`config.mk`:
```
export PLATFORM = sky130hd
export DESIGN_NAME = spi_slave_fifo
export DESIGN_NICKNAME = d
export VERILOG_FILES = /design/src/rtl/spi_slave_fifo.sv
export SDC_FILE = /design/constraint.sdc
export NUM_CORES = 1
export LEC_CHECK = 0
export CAP_MARGIN = 25
export CELL_PAD_IN_SITES_DETAIL_PLACEMENT = 0
export CELL_PAD_IN_SITES_GLOBAL_PLACEMENT = 2
export CORE_MARGIN = 2
export CORE_UTILIZATION = 40
export DETAILED_ROUTE_END_ITERATION = 6
export GPL_TIMING_DRIVEN = 0
export PLACE_DENSITY_LB_ADDON = 0.1
export SLEW_MARGIN = 40
export SYNTH_ARGS = -nofsm -noshare
export SYNTH_HDL_FRONTEND = slang
export SYNTH_HIERARCHICAL = 1
export SYNTH_SLANG_ARGS = --single-unit
```
`constraint.sdc`:
```
create_clock -name clk -period 2.8 [get_ports clk]
set_input_delay 0.28 -clock clk [delete_from_list [all_inputs] [get_ports clk]]
set_output_delay 0.28 -clock clk [all_outputs]
set_load 0.05 [all_outputs]
```
`src/rtl/spi_slave_fifo.sv`:
```
// SPI slave on the system clock: synchronised SCLK/CS/MOSI, all four modes,
// full duplex, with show-ahead RX and TX FIFOs.

module spi_slave_fifo_buf #(
  parameter int unsigned W     = 8,
  parameter int unsigned DEPTH = 16
) (
  input  logic                     clk,
  input  logic                     rst,
  input  logic                     push_i,
  input  logic [W-1:0]             din_i,
  input  logic                     pop_i,
  output logic [W-1:0]             dout_o,
  output logic                     empty_o,
  output logic                     full_o,
  output logic [$clog2(DEPTH):0]   count_o
);
  localparam int AW = $clog2(DEPTH);

  logic [W-1:0] mem_q [DEPTH];
  logic [AW:0]  wptr_q;
  logic [AW:0]  rptr_q;
  logic         do_push;
  logic         do_pop;

  assign empty_o = (wptr_q == rptr_q);
  assign full_o  = (wptr_q[AW] != rptr_q[AW]) &&
                   (wptr_q[AW-1:0] == rptr_q[AW-1:0]);
  assign do_pop  = pop_i & ~empty_o;
  // a pop frees the slot, so a push on a full FIFO is accepted alongside it
  assign do_push = push_i & (~full_o | do_pop);
  assign count_o = wptr_q - rptr_q;
  assign dout_o  = mem_q[rptr_q[AW-1:0]];

  always_ff @(posedge clk or posedge rst) begin
    if (rst) begin
      wptr_q <= '0;
      rptr_q <= '0;
    end else begin
      if (do_push) wptr_q <= wptr_q + 1'b1;
      if (do_pop)  rptr_q <= rptr_q + 1'b1;
    end
  end

  always_ff @(posedge clk) begin
    if (do_push) mem_q[wptr_q[AW-1:0]] <= din_i;
  end
endmodule

module spi_slave_fifo #(
  parameter int unsigned       DATA_W      = 8,
  parameter int unsigned       RX_DEPTH    = 16,
  parameter int unsigned       TX_DEPTH    = 16,
  parameter bit                CPOL        = 1'b0,
  parameter bit                CPHA        = 1'b0,
  parameter int unsigned       SYNC_STAGES = 2,
  parameter logic [DATA_W-1:0] TX_FILL     = '0
) (
  input  logic                      clk,
  input  logic                      rst,
  input  logic                      spi_clk,
  input  logic                      spi_cs,
  input  logic                      spi_mosi,
  output logic                      spi_miso,
  output logic                      spi_miso_oe,
  output logic [DATA_W-1:0]         rx_data,
  output logic                      rx_valid,
  input  logic                      rx_ready,
  input  logic [DATA_W-1:0]         tx_data,
  input  logic                      tx_valid,
  output logic                      tx_ready,
  output logic [$clog2(RX_DEPTH):0] rx_count,
  output logic                      busy,
  output logic                      rx_overflow,
  output logic                      tx_underrun
);
  localparam int CW = $clog2(DATA_W + 1);
  localparam logic [CW-1:0] LAST = CW'(DATA_W - 1);

  typedef enum logic [1:0] {IDLE, LOAD, XFER, PUSH} state_t;

  logic [SYNC_STAGES-1:0] sclk_sync_q;
  logic [SYNC_STAGES-1:0] cs_sync_q;
  logic [SYNC_STAGES-1:0] mosi_sync_q;
  logic                   sclk_prev_q;
  logic                   cs_prev_q;

  logic sclk_s, cs_s, mosi_s;
  logic lead_e, trail_e, sample_e, shift_e;
  logic cs_fall, cs_rise;

  always_ff @(posedge clk or posedge rst) begin
    if (rst) begin
      sclk_sync_q <= {SYNC_STAGES{CPOL}};
      cs_sync_q   <= '1;
      mosi_sync_q <= '0;
      sclk_prev_q <= CPOL;
      cs_prev_q   <= 1'b1;
    end else begin
      sclk_sync_q <= {sclk_sync_q[SYNC_STAGES-2:0], spi_clk};
      cs_sync_q   <= {cs_sync_q[SYNC_STAGES-2:0], spi_cs};
      mosi_sync_q <= {mosi_sync_q[SYNC_STAGES-2:0], spi_mosi};
      sclk_prev_q <= sclk_s;
      cs_prev_q   <= cs_s;
    end
  end

  assign sclk_s   = sclk_sync_q[SYNC_STAGES-1];
  assign cs_s     = cs_sync_q[SYNC_STAGES-1];
  assign mosi_s   = mosi_sync_q[SYNC_STAGES-1];
  assign lead_e   = (sclk_prev_q == CPOL) && (sclk_s != CPOL);
  assign trail_e  = (sclk_prev_q != CPOL) && (sclk_s == CPOL);
  assign sample_e = CPHA ? trail_e : lead_e;
  assign shift_e  = CPHA ? lead_e : trail_e;
  assign cs_fall  = cs_prev_q & ~cs_s;
  assign cs_rise  = ~cs_prev_q & cs_s;

  state_t              state_q;
  logic [CW-1:0]       bit_cnt_q;
  logic [DATA_W-1:0]   rx_shift_q;
  logic [DATA_W-1:0]   tx_shift_q;
  logic                miso_q;
  logic                oe_q;
  logic                ovf_q;
  logic                unr_q;
  logic                idle_after_q;

  logic                rx_push, rx_empty, rx_full;
  logic                tx_pop, tx_empty, tx_full;
  logic [DATA_W-1:0]   tx_head;
  logic [DATA_W-1:0]   load_word_d;
  logic [$clog2(TX_DEPTH):0] tx_count;

  assign rx_push     = (state_q == PUSH);
  assign tx_pop      = (state_q == LOAD) && !cs_rise;
  assign load_word_d = tx_empty ? TX_FILL : tx_head;

  spi_slave_fifo_buf #(.W(DATA_W), .DEPTH(RX_DEPTH)) u_rx (
    .clk(clk), .rst(rst),
    .push_i(rx_push), .din_i(rx_shift_q),
    .pop_i(rx_ready), .dout_o(rx_data),
    .empty_o(rx_empty), .full_o(rx_full),
    .count_o(rx_count)
  );

  spi_slave_fifo_buf #(.W(DATA_W), .DEPTH(TX_DEPTH)) u_tx (
    .clk(clk), .rst(rst),
    .push_i(tx_valid), .din_i(tx_data),
    .pop_i(tx_pop), .dout_o(tx_head),
    .empty_o(tx_empty), .full_o(tx_full),
    .count_o(tx_count)
  );

  // shift edges are ignored until the first sample of a word: LOAD already
  // drives the MSB, and for CPHA=0 the trailing edge after the final sample
  // of the previous word must not disturb it
  always_ff @(posedge clk or posedge rst) begin
    if (rst) begin
      state_q      <= IDLE;
      bit_cnt_q    <= '0;
      rx_shift_q   <= '0;
      tx_shift_q   <= '0;
      miso_q       <= 1'b0;
      oe_q         <= 1'b0;
      ovf_q        <= 1'b0;
      unr_q        <= 1'b0;
      idle_after_q <= 1'b0;
    end else begin
      ovf_q <= 1'b0;
      unr_q <= 1'b0;
      unique case (state_q)
        IDLE: begin
          bit_cnt_q    <= '0;
          oe_q         <= 1'b0;
          miso_q       <= 1'b0;
          idle_after_q <= 1'b0;
          if (cs_fall) state_q <= LOAD;
        end
        LOAD: begin
          if (cs_rise) begin
            oe_q    <= 1'b0;
            miso_q  <= 1'b0;
            state_q <= IDLE;
          end else begin
            tx_shift_q <= load_word_d;
            miso_q     <= load_word_d[DATA_W-1];
            oe_q       <= 1'b1;
            unr_q      <= tx_empty;
            state_q    <= XFER;
          end
        end
        XFER: begin
          if (sample_e && bit_cnt_q == LAST) begin
            rx_shift_q   <= {rx_shift_q[DATA_W-2:0], mosi_s};
            bit_cnt_q    <= bit_cnt_q + 1'b1;
            idle_after_q <= cs_rise;
            state_q      <= PUSH;
          end else if (cs_rise) begin
            bit_cnt_q <= '0;
            oe_q      <= 1'b0;
            miso_q    <= 1'b0;
            state_q   <= IDLE;
          end else begin
            if (sample_e) begin
              rx_shift_q <= {rx_shift_q[DATA_W-2:0], mosi_s};
              bit_cnt_q  <= bit_cnt_q + 1'b1;
            end
            if (shift_e && bit_cnt_q != '0) begin
              tx_shift_q <= {tx_shift_q[DATA_W-2:0], 1'b0};
              miso_q     <= tx_shift_q[DATA_W-2];
            end
          end
        end
        PUSH: begin
          bit_cnt_q    <= '0;
          ovf_q        <= rx_full & ~rx_ready;
          idle_after_q <= 1'b0;
          if (idle_after_q || cs_s) begin
            oe_q    <= 1'b0;
            miso_q  <= 1'b0;
            state_q <= IDLE;
          end else begin
            state_q <= LOAD;
          end
        end
        default: state_q <= IDLE;
      endcase
    end
  end

  assign spi_miso    = miso_q;
  assign spi_miso_oe = oe_q & ~cs_s;
  assign rx_valid    = ~rx_empty;
  assign tx_ready    = ~tx_full;
  assign busy        = ~cs_s;
  assign rx_overflow = ovf_q;
  assign tx_underrun = unr_q;
endmodule

```
==> impl_metrics.py, run 1 <==
metrics = {
    "floorplan": {
        "die_width_um": 184,
        "ios": 35,
        "start_util_pct": 40.3,
        "dieArea_um2": 34000,
        "std_cell_rows": 66,
        "die_h_um": 184,
        "coreArea_um2": 32300,
    },
    "synthesis": {
        "syn_nets": 765,
        "syn_area_um2": 13000,
        "synth_area_per_cell_um2": 17.9,
        "ys_warn_count": 6,
        "synthCells": 725,
    },
    "setup_path": {
        "path_max_fanout": 10,
        "critPathCaptureType": "primary output",
        "crit_arrival_ns": 2.47,
        "start_kind": "flop",
        "path_class": "flop to primary output",
        "cp.required_ns": 2.52,
    },
    "global_route": {
        "antenna_found_initial": 0,
        "grt_pass1_vias": 6798,
        "grt_overflow": 0,
        "grt_pass1_wl_mm": 41.5,
        "grt_max_degree": 35,
        "grt_use_total_pct": 16.8,
    },
    "timing": {
        "period_share_pct": 98.3,
        "tightest_slew_ns": 0.820,
        "fin_hold_ws_ns": 0.178,
        "rsz0062_at_grt": "true",
        "min_period_ns": 2.75,
        "fmax_mhz": 363,
        "relSlewSlack_pct": 45.3,
        "finClkSkew_ns": 0.0249,
        "hold_viol_final": 0,
        "fin_setup_tns_ns": 0,
        "finalMaxSlewViolations": 0,
        "setup_viol": 0,
    },
    "flow_run": {
        "cap_violations": 0,
    },
    "place": {
        "gp_congestion": 0.801,
        "port_buffers": 34,
        "hpwl_mm": 18.8,
        "postPlaceCellArea_um2": 13900,
    },
    "final_layout": {
        "finish.instance_area_um2": 15500,
        "final_nets": 845,
        "syn2layout_area_growth_pct": 18.8,
        "n_antenna_cell": 0,
        "drive_above_1_share_pct": 23.4,
        "utilization_pct": 47.9,
    },
    "drt": {
        "routedWlPerCell_um": 21.9,
        "highest_layer": "met4",
        "vias_per_cell": 5.18,
        "drt-pass1-iter-count": 5,
        "drcViolationCount": 0,
        "drtAntennaViolNets": 0,
        "dr_total_vias": 6588,
        "wl_met1_mm": 11.6,
        "wl_met2_mm": 14.5,
        "dr_wl_met3_mm": 1.05,
        "wl_mm": 27.9,
        "drtIter0Drc": 373,
    },
    "pwr": {
        "vdd_drop_max_mv": 0.747,
        "p_per_area_nw_per_um2": 1050,
        "leakage_nw": 5.46,
        "p_total_mw": 16.2,
    },
    "clock_tree": {
        "clk_transition_reported_paths_ns": 0.06,
        "htree_levels": 2,
        "numCtsBuffers": 35,
        "clock_sinks": 310,
        "root_buffer": "clkbuf_16",
        "clock_path_buffers": 3,
        "worstSkewPairLatency_ns": 0.52,
        "cts_tree": "built",
    },
    "status": {
        "status": "finished, final reports clean",
    },
    "hold_path": {
        "min_path_type": "input port to async pin",
    },
}
cells in the final DEF, fill, tap and decap left out, types with 12 or more instances in the layout:
cell type,instances
edfxtp_1,256
dfrtp_1,51
mux2i_1,48
clkbuf_16,37
mux4_1,31
inv_1,27
ha_1,24
o21ai_1,20
clkdlybuf4s50_1,20
xnor2_1,18
nand2_1,17
a32oi_1,17
mux4_2,17
nor2_2,12
o21ai_0,12
per-layer routing:
layer / track usage, % / up-vias
met2: 29.7 / 125
met4: 5.50 / 0
met3: 3.16 / 48
met5: 0 / -
li1: - / 3047
met1: 20.8 / 3368
sequential cells by signal, indices dropped and copies added (netlist names):
| register | count |
|---|---|
| bit_cnt_q | 4 |
| cs_prev_q | 1 |
| cs_sync_q | 2 |
| idle_after_q | 1 |
| mosi_sync_q | 2 |
| oe_q | 1 |
| rx_overflow | 1 |
| rx_shift_q | 8 |
| sclk_prev_q | 1 |
| sclk_sync_q | 2 |
| spi_miso | 1 |
| state_q | 2 |
| tx_shift_q | 7 |
| tx_underrun | 1 |
| u_rx/mem_q | 128 |
| u_rx/rptr_q | 5 |
| u_rx/wptr_q | 5 |
| u_tx/mem_q | 128 |
| u_tx/rptr_q | 5 |
| u_tx/wptr_q | 5 |
metrics by stage:
step,std cells,setup slack (ns)
after floorplan,725,0.146
after global placement,1201,-0.793
after detailed placement,1201,-0.560
after CTS,1265,-0.157
after global routing,1272,-0.00841
final,1272,0.0472
worst paths after layout:
| kind | start | to | slack, ns | cells after the start |
|---|---|---|---|---|
| max in group asynchronous | rst | rx_shift_q[0] | 2.02 | 2 |
| worst max register to register | u_tx/rptr_q[1] | spi_miso | 0.17 | 8 |
| worst min-delay path | rst | u_tx/rptr_q[2] | 0.18 | 2 |
| min in group clk | spi_cs | cs_sync_q[0] | 0.19 | 1 |
| worst max-delay path | u_rx/rptr_q[0] | rx_data[7] | 0.05 | 8 |
| worst min register to register | cs_sync_q[0] | cs_sync_q[1] | 0.36 | 0 |
critical path: stages (launching register included):
cell and delay [ns]:
dfrtp_1 0.40, buf_8 0.16, buf_8 0.15, and2_1 0.13, clkbuf_2 0.22, a22oi_1 0.33, a32oi_1 0.16, o21ai_1 0.12
buf_2 0.29
power by group:
group          switching [mW]  internal [mW]
logic                    3.59           2.22
clock network            1.81           2.66
registers               0.344           5.54
area by class of cell:
cell class | instances | area [um2]
inverters | 34 | 141
clock buffers | 38 | 918
clock inverters | 24 | 226
plain buffers | 29 | 236
flip-flops and latches | 310 | 9040
repair buffers | 44 | 479
multi-input cells | 351 | 3860
fillers | 2686 | 16800
well taps | 442 | 553
timing repair:
item	4_1_cts	5_1_grt
setup buffers	3	7
hold buffers	0	0
pin swaps	3	4
gates resized for setup	101	31
setup endpoints to repair	271	162
Note: power is estimated with default switching activity, not from simulation.
==> inputs of run 2 (changes only) <==
--- a/config.mk
+++ b/config.mk
@@ -10,6 +10,7 @@
 export CELL_PAD_IN_SITES_GLOBAL_PLACEMENT = 2
 export CORE_MARGIN = 2
-export CORE_UTILIZATION = 40
+export CORE_UTILIZATION = 43
 export DETAILED_ROUTE_END_ITERATION = 6
+export GPL_ROUTABILITY_DRIVEN = 0
 export GPL_TIMING_DRIVEN = 0
 export PLACE_DENSITY_LB_ADDON = 0.1
==> constraint.sdc (replaced) <==
create_clock -name clk -period 2.8 [get_ports clk]
set_input_delay 0.84 -clock clk [delete_from_list [all_inputs] [get_ports clk]]
set_output_delay 0.84 -clock clk [all_outputs]
set_load 0.05 [all_outputs]
==> impl_metrics.py, run 2 (synthesized netlist as in run 1, its figures left out) <==
metrics = {
    "status": {
        "status": "finished with violations",
        "violations": "setup timing",
    },
    "timing": {
        "period_share_pct": 112,
        "setup_ws_ns": -0.346,
        "fmax_mhz": 318,
        "relSlewSlack_pct": 44.5,
        "finClkSkew_ns": 0.0240,
        "finalMaxSlewViolations": 0,
        "hold_viol_final": 0,
        "min_period_ns": 3.15,
        "setup_viol": 11,
        "rsz0062_at_grt": "true",
        "tightest_slew_ns": 0.829,
    },
    "place": {
        "postPlaceCellArea_um2": 13900,
        "pre_cts_ws_ns": -0.870,
        "port_buffers": 34,
        "hpwl_mm": 18.6,
    },
    "final_layout": {
        "layout_common_cells": "256 x edfxtp_1, 49 x dfrtp_1, 47 x mux2i_1",
        "final_nets": 853,
        "drive_above_1_share_pct": 26.9,
        "final_common_cell": "edfxtp_1",
        "n_antenna_cell": 0,
        "syn2layout_area_growth_pct": 19.2,
        "finish.instance_area_um2": 15500,
    },
    "global_route": {
        "grt_overflow": 0,
        "grt_pass1_wl_mm": 41.9,
        "antenna_found_initial": 0,
        "grt_pass1_vias": 6862,
        "grt_max_degree": 35,
        "grt_use_total_pct": 18.2,
    },
    "pwr": {
        "p_per_area_nw_per_um2": 1080,
        "vdd_drop_max_mv": 0.555,
        "p_total_mw": 16.8,
        "leakage_nw": 5.49,
    },
    "clock_tree": {
        "root_buffer": "clkbuf_16",
        "htree_levels": 2,
        "clock_sinks": 310,
        "numCtsBuffers": 35,
        "worstSkewPairLatency_ns": 0.51,
        "cts_tree": "built",
        "clk_transition_reported_paths_ns": 0.05,
        "clock_path_buffers": 3,
        "postCtsHoldBufs": 0,
    },
    "drt": {
        "routedWlPerCell_um": 22.6,
        "dr_total_vias": 6565,
        "wl_mm": 27.8,
        "drtAntennaViolNets": 0,
        "drtIter0Drc": 447,
        "vias_per_cell": 5.34,
        "drcViolationCount": 0,
        "drt-pass1-iter-count": 7,
    },
    "floorplan": {
        "coreArea_um2": 29700,
        "die_h_um": 178,
        "die_width_um": 178,
        "ios": 35,
        "dieArea_um2": 31700,
        "start_util_pct": 43.8,
        "std_cell_rows": 63,
    },
    "setup_path": {
        "start_kind": "flop",
        "slowest_stage": "mux4_2",
        "crit_arrival_ns": 2.31,
        "reg2reg_slack_ns": 0.18,
        "path_max_fanout": 6,
        "critPathCaptureType": "primary output",
        "cp_slowest_stage_delay_ns": 0.54,
        "worst_path_most_repeated_cell": "buf_12",
        "cp.required_ns": 1.96,
        "path_cells": "buf_12, buf_12, mux4_2, a32oi_1, o21ai_1, buf_6",
        "path_class": "flop to primary output",
    },
    "flow_run": {
        "cap_violations": 0,
    },
    "hold_path": {
        "min_path_type": "flop to flop",
    },
}
run 2: critical path, delay by kind of cell, from the launching register on:
kind	cells	cell delay [ns]
mux	1	0.54
buf+inv	3	0.46
flops	1	0.40
compound gates	2	0.39
run 2: per-stage QoR:
step / std cells / util, % / hold slack (ns) / TNS, ns
2_1_floorplan: 725 / - / 0.331 / 0
3_3_place_gp: 1149 / 46.6 / 0.332 / -92.52
3_5_place_dp: 1149 / 46.8 / 0.340 / -74.35
4_1_cts: 1220 / 51.5 / 0.353 / -3.24
5_1_grt: 1230 / 52.2 / 0.362 / -3.79
6_report: 1230 / 52.2 / 0.349 / -2.79
run 2: layer usage:
| metal | vias up | share of wire, % | GRT usage, % |
|---|---|---|---|
| li1 | 3044 | - | - |
| met1 | 3380 | 41 | 22.3 |
| met2 | 101 | 54 | 33.3 |
| met3 | 40 | 3.0 | 2.53 |
| met4 | 0 | 2.0 | 5.40 |
| met5 | - | 0 | 0 |
run 2: final timing paths:
path / startpoint / to / cells after the start
min in group asynchronous: rst / u_rx/wptr_q[3] / 2
max in group asynchronous: rst / tx_shift_q[6] / 2
setup reg to reg: u_tx/rptr_q[1] / spi_miso / 9
hold / removal: sclk_sync_q[0] / sclk_sync_q[1] / 0
hold reg to reg: sclk_sync_q[0] / sclk_sync_q[1] / 0
setup / recovery: u_rx/rptr_q[0] / rx_data[1] / 6
run 2: timing repair:
item,4_1_cts,5_1_grt
endpoints found under the setup margin,263,135
resized for setup,161,29
cloned,1,0
setup buffers,8,10
pin swaps,12,13
run 2: power by group:
group | total, mW | switching [mW] | internal, mW
clock | 4.49 | 1.76 | 2.73
sequential | 5.89 | 0.352 | 5.54
combinational | 6.40 | 3.72 | 2.68
total | 16.8 | 5.83 | 11.0
run 2: final cells by class:
| type | instances | area, um2 |
|---|---|---|
| sequential | 310 | 9040 |
| multi-input combinational | 351 | 3840 |
| tap | 390 | 488 |
| clock buffer | 46 | 968 |
| fill | 2407 | 14200 |
| buffer | 28 | 273 |
| inverter | 34 | 160 |
| clock inverter | 18 | 188 |
| timing repair buffer | 53 | 553 |
==> inputs of run 3 (changes only) <==
ABC_AREA = 1   (was default)
CORE_UTILIZATION = 36   (was 43)
==> impl_metrics.py, run 3 <==
metrics = {
    "drt": {
        "wl_mm": 38.2,
        "drtIter0Drc": 494,
        "drcViolationCount": 0,
        "drtAntennaViolNets": 0,
        "routedWlPerCell_um": 17.5,
        "drt-pass1-iter-count": 5,
        "vias_per_cell": 4.49,
        "dr_total_vias": 9785,
    },
    "setup_path": {
        "path_class": "flop to primary output",
        "path_max_fanout": 4,
        "worst_path_most_repeated_cell": "buf_6",
        "setup.worst_path.start": "u_rx/rptr_q[0]",
        "cp_slowest_stage_delay_ns": 0.43,
        "critPathCaptureType": "primary output",
        "slowest_stage": "dfrtp_2",
        "path_cells": "buf_6, ha_4, inv_2, fa_2, nand3_2, nand2_2, xor2_2, buf_6",
        "crit_arrival_ns": 2.05,
        "start_kind": "flop",
        "r2r_start": "state_q[1]",
        "cp.required_ns": 1.96,
    },
    "synthesis": {
        "ys_warn_count": 6,
        "syn_nets": 1568,
        "syn_area_um2": 14500,
        "synthCells": 1528,
        "synth_area_per_cell_um2": 9.50,
    },
    "pwr": {
        "total_switching_power_mw": 7.64,
        "vdd_drop_max_mv": 0.551,
        "leakage_nw": 7.90,
        "p_per_area_nw_per_um2": 1070,
        "p_clk_share_pct": 23.7,
        "seq_power_share_pct": 31.2,
        "switching_share_pct": 40.7,
        "p_total_mw": 18.8,
        "combinationalPowerShare_pct": 45.1,
        "intPower_mw": 11.2,
    },
    "final_layout": {
        "layout_common_cells": "460 x nand2_1, 279 x inv_1, 256 x edfxtp_1",
        "n_antenna_cell": 0,
        "final_common_cell": "nand2_1",
        "syn2layout_area_growth_pct": 21.4,
        "fin_cells": 2180,
        "final_nets": 1668,
        "fillers": 3872,
        "drive_above_1_share_pct": 19.0,
    },
    "clock_tree": {
        "clock_sinks": 310,
        "worstSkewPairLatency_ns": 0.56,
        "numCtsBuffers": 37,
        "postCtsHoldBufs": 0,
        "clock_path_buffers": 3,
        "clk_transition_reported_paths_ns": 0.05,
        "htree_levels": 2,
        "cts_tree": "built",
        "root_buffer": "clkbuf_16",
    },
    "status": {
        "violations": "setup timing",
        "status": "finished with violations",
    },
    "floorplan": {
        "start_util_pct": 36.5,
        "std_cell_rows": 73,
        "die_h_um": 205,
        "die_width_um": 205,
        "coreArea_um2": 39700,
        "ios": 35,
        "dieArea_um2": 41900,
    },
    "global_route": {
        "grt_pass1_vias": 9745,
        "grt_use_total_pct": 18.6,
        "grt_max_degree": 35,
        "antenna_found_initial": 0,
        "grt_overflow": 0,
        "grt_pass1_wl_mm": 57.8,
    },
    "timing": {
        "min_period_ns": 2.89,
        "fin_setup_tns_ns": -0.515,
        "tightest_slew_ns": 0.825,
        "finClkSkew_ns": 0.0176,
        "period_share_pct": 103,
        "fmax_mhz": 347,
        "rsz0062_at_grt": "true",
        "fin_hold_ws_ns": 0.355,
        "setup_ws_ns": -0.0860,
        "setup_viol": 11,
        "relSlewSlack_pct": 44.8,
        "hold_viol_final": 0,
        "finalMaxSlewViolations": 0,
    },
    "flow_run": {
        "cap_violations": 0,
    },
    "hold_path": {
        "hold_path.startpoint": "mosi_sync_q[0]",
        "min_path_type": "flop to flop",
    },
    "place": {
        "pre_cts_ws_ns": -0.709,
        "hpwl_mm": 25.4,
        "port_buffers": 34,
        "dp_cells": 2087,
    },
}
==> run 3: worst max-delay path: cells and delay by family (launching register included) <==
family,cells,cell delay [ns]
simple gates,2,0.13
fa+ha+maj,2,0.46
xor+xnor,1,0.14
flops,1,0.43
buf+inv,3,0.33
==> run 3: area by class of cell <==
class	instances	area [um2]	area share, %
multi-input combinational	859	4430	25.1
sequential	310	9050	51.4
clock buffer	44	952	5.40
clock inverter	22	161	0.916
tap	525	657	3.73
buffer	52	488	2.77
inverter	304	1190	6.76
timing repair buffer	64	688	3.91
==> run 3: stage by stage <==
step	utilization (%)	area, um2
3_5_place_dp	39.1	15500
6_report	44.3	17600
3_3_place_gp	39.1	15500
5_1_grt	44.3	17600
4_1_cts	43.0	17100
2_1_floorplan	-	14500
==> run 3: routing by layer <==
layer,vias up,share of wire (%),global-route usage [%]
li1,5003,-,-
met2,113,50,32.6
met3,50,2.7,3.17
met1,4619,45,23.6
met4,0,2.3,5.51
met5,-,0,0
==> run 3: timing repair <==
action | CTS | global route
pin swaps | 4 | 35
resized for setup | 190 | 103
cloned | 0 | 4
buffers inserted | 15 | 11
setup endpoints to repair | 239 | 50
==> run 3: final timing paths <==
check                                     to  slack [ns]  cells past startpoint
setup / recovery                 rx_count[4]       -0.09                      8
hold / removal                mosi_sync_q[1]        0.35                      0
setup reg to reg           u_tx/mem_q[11][3]        0.18                      9
hold reg to reg               mosi_sync_q[1]        0.35                      0
max in group asynchronous      rx_shift_q[5]        1.65                      2
min in group asynchronous     u_rx/rptr_q[4]        0.70                      2
==> run 3: power groups by stage <==
stage	registers, mW	logic, mW	clock network, mW
finish	5.86	8.48	4.45
global route	5.92	9.31	4.78
floorplan	5.81	4.74	0
global placement	5.93	7.01	0
detailed placement	5.94	7.03	0
CTS	5.87	7.78	4.60
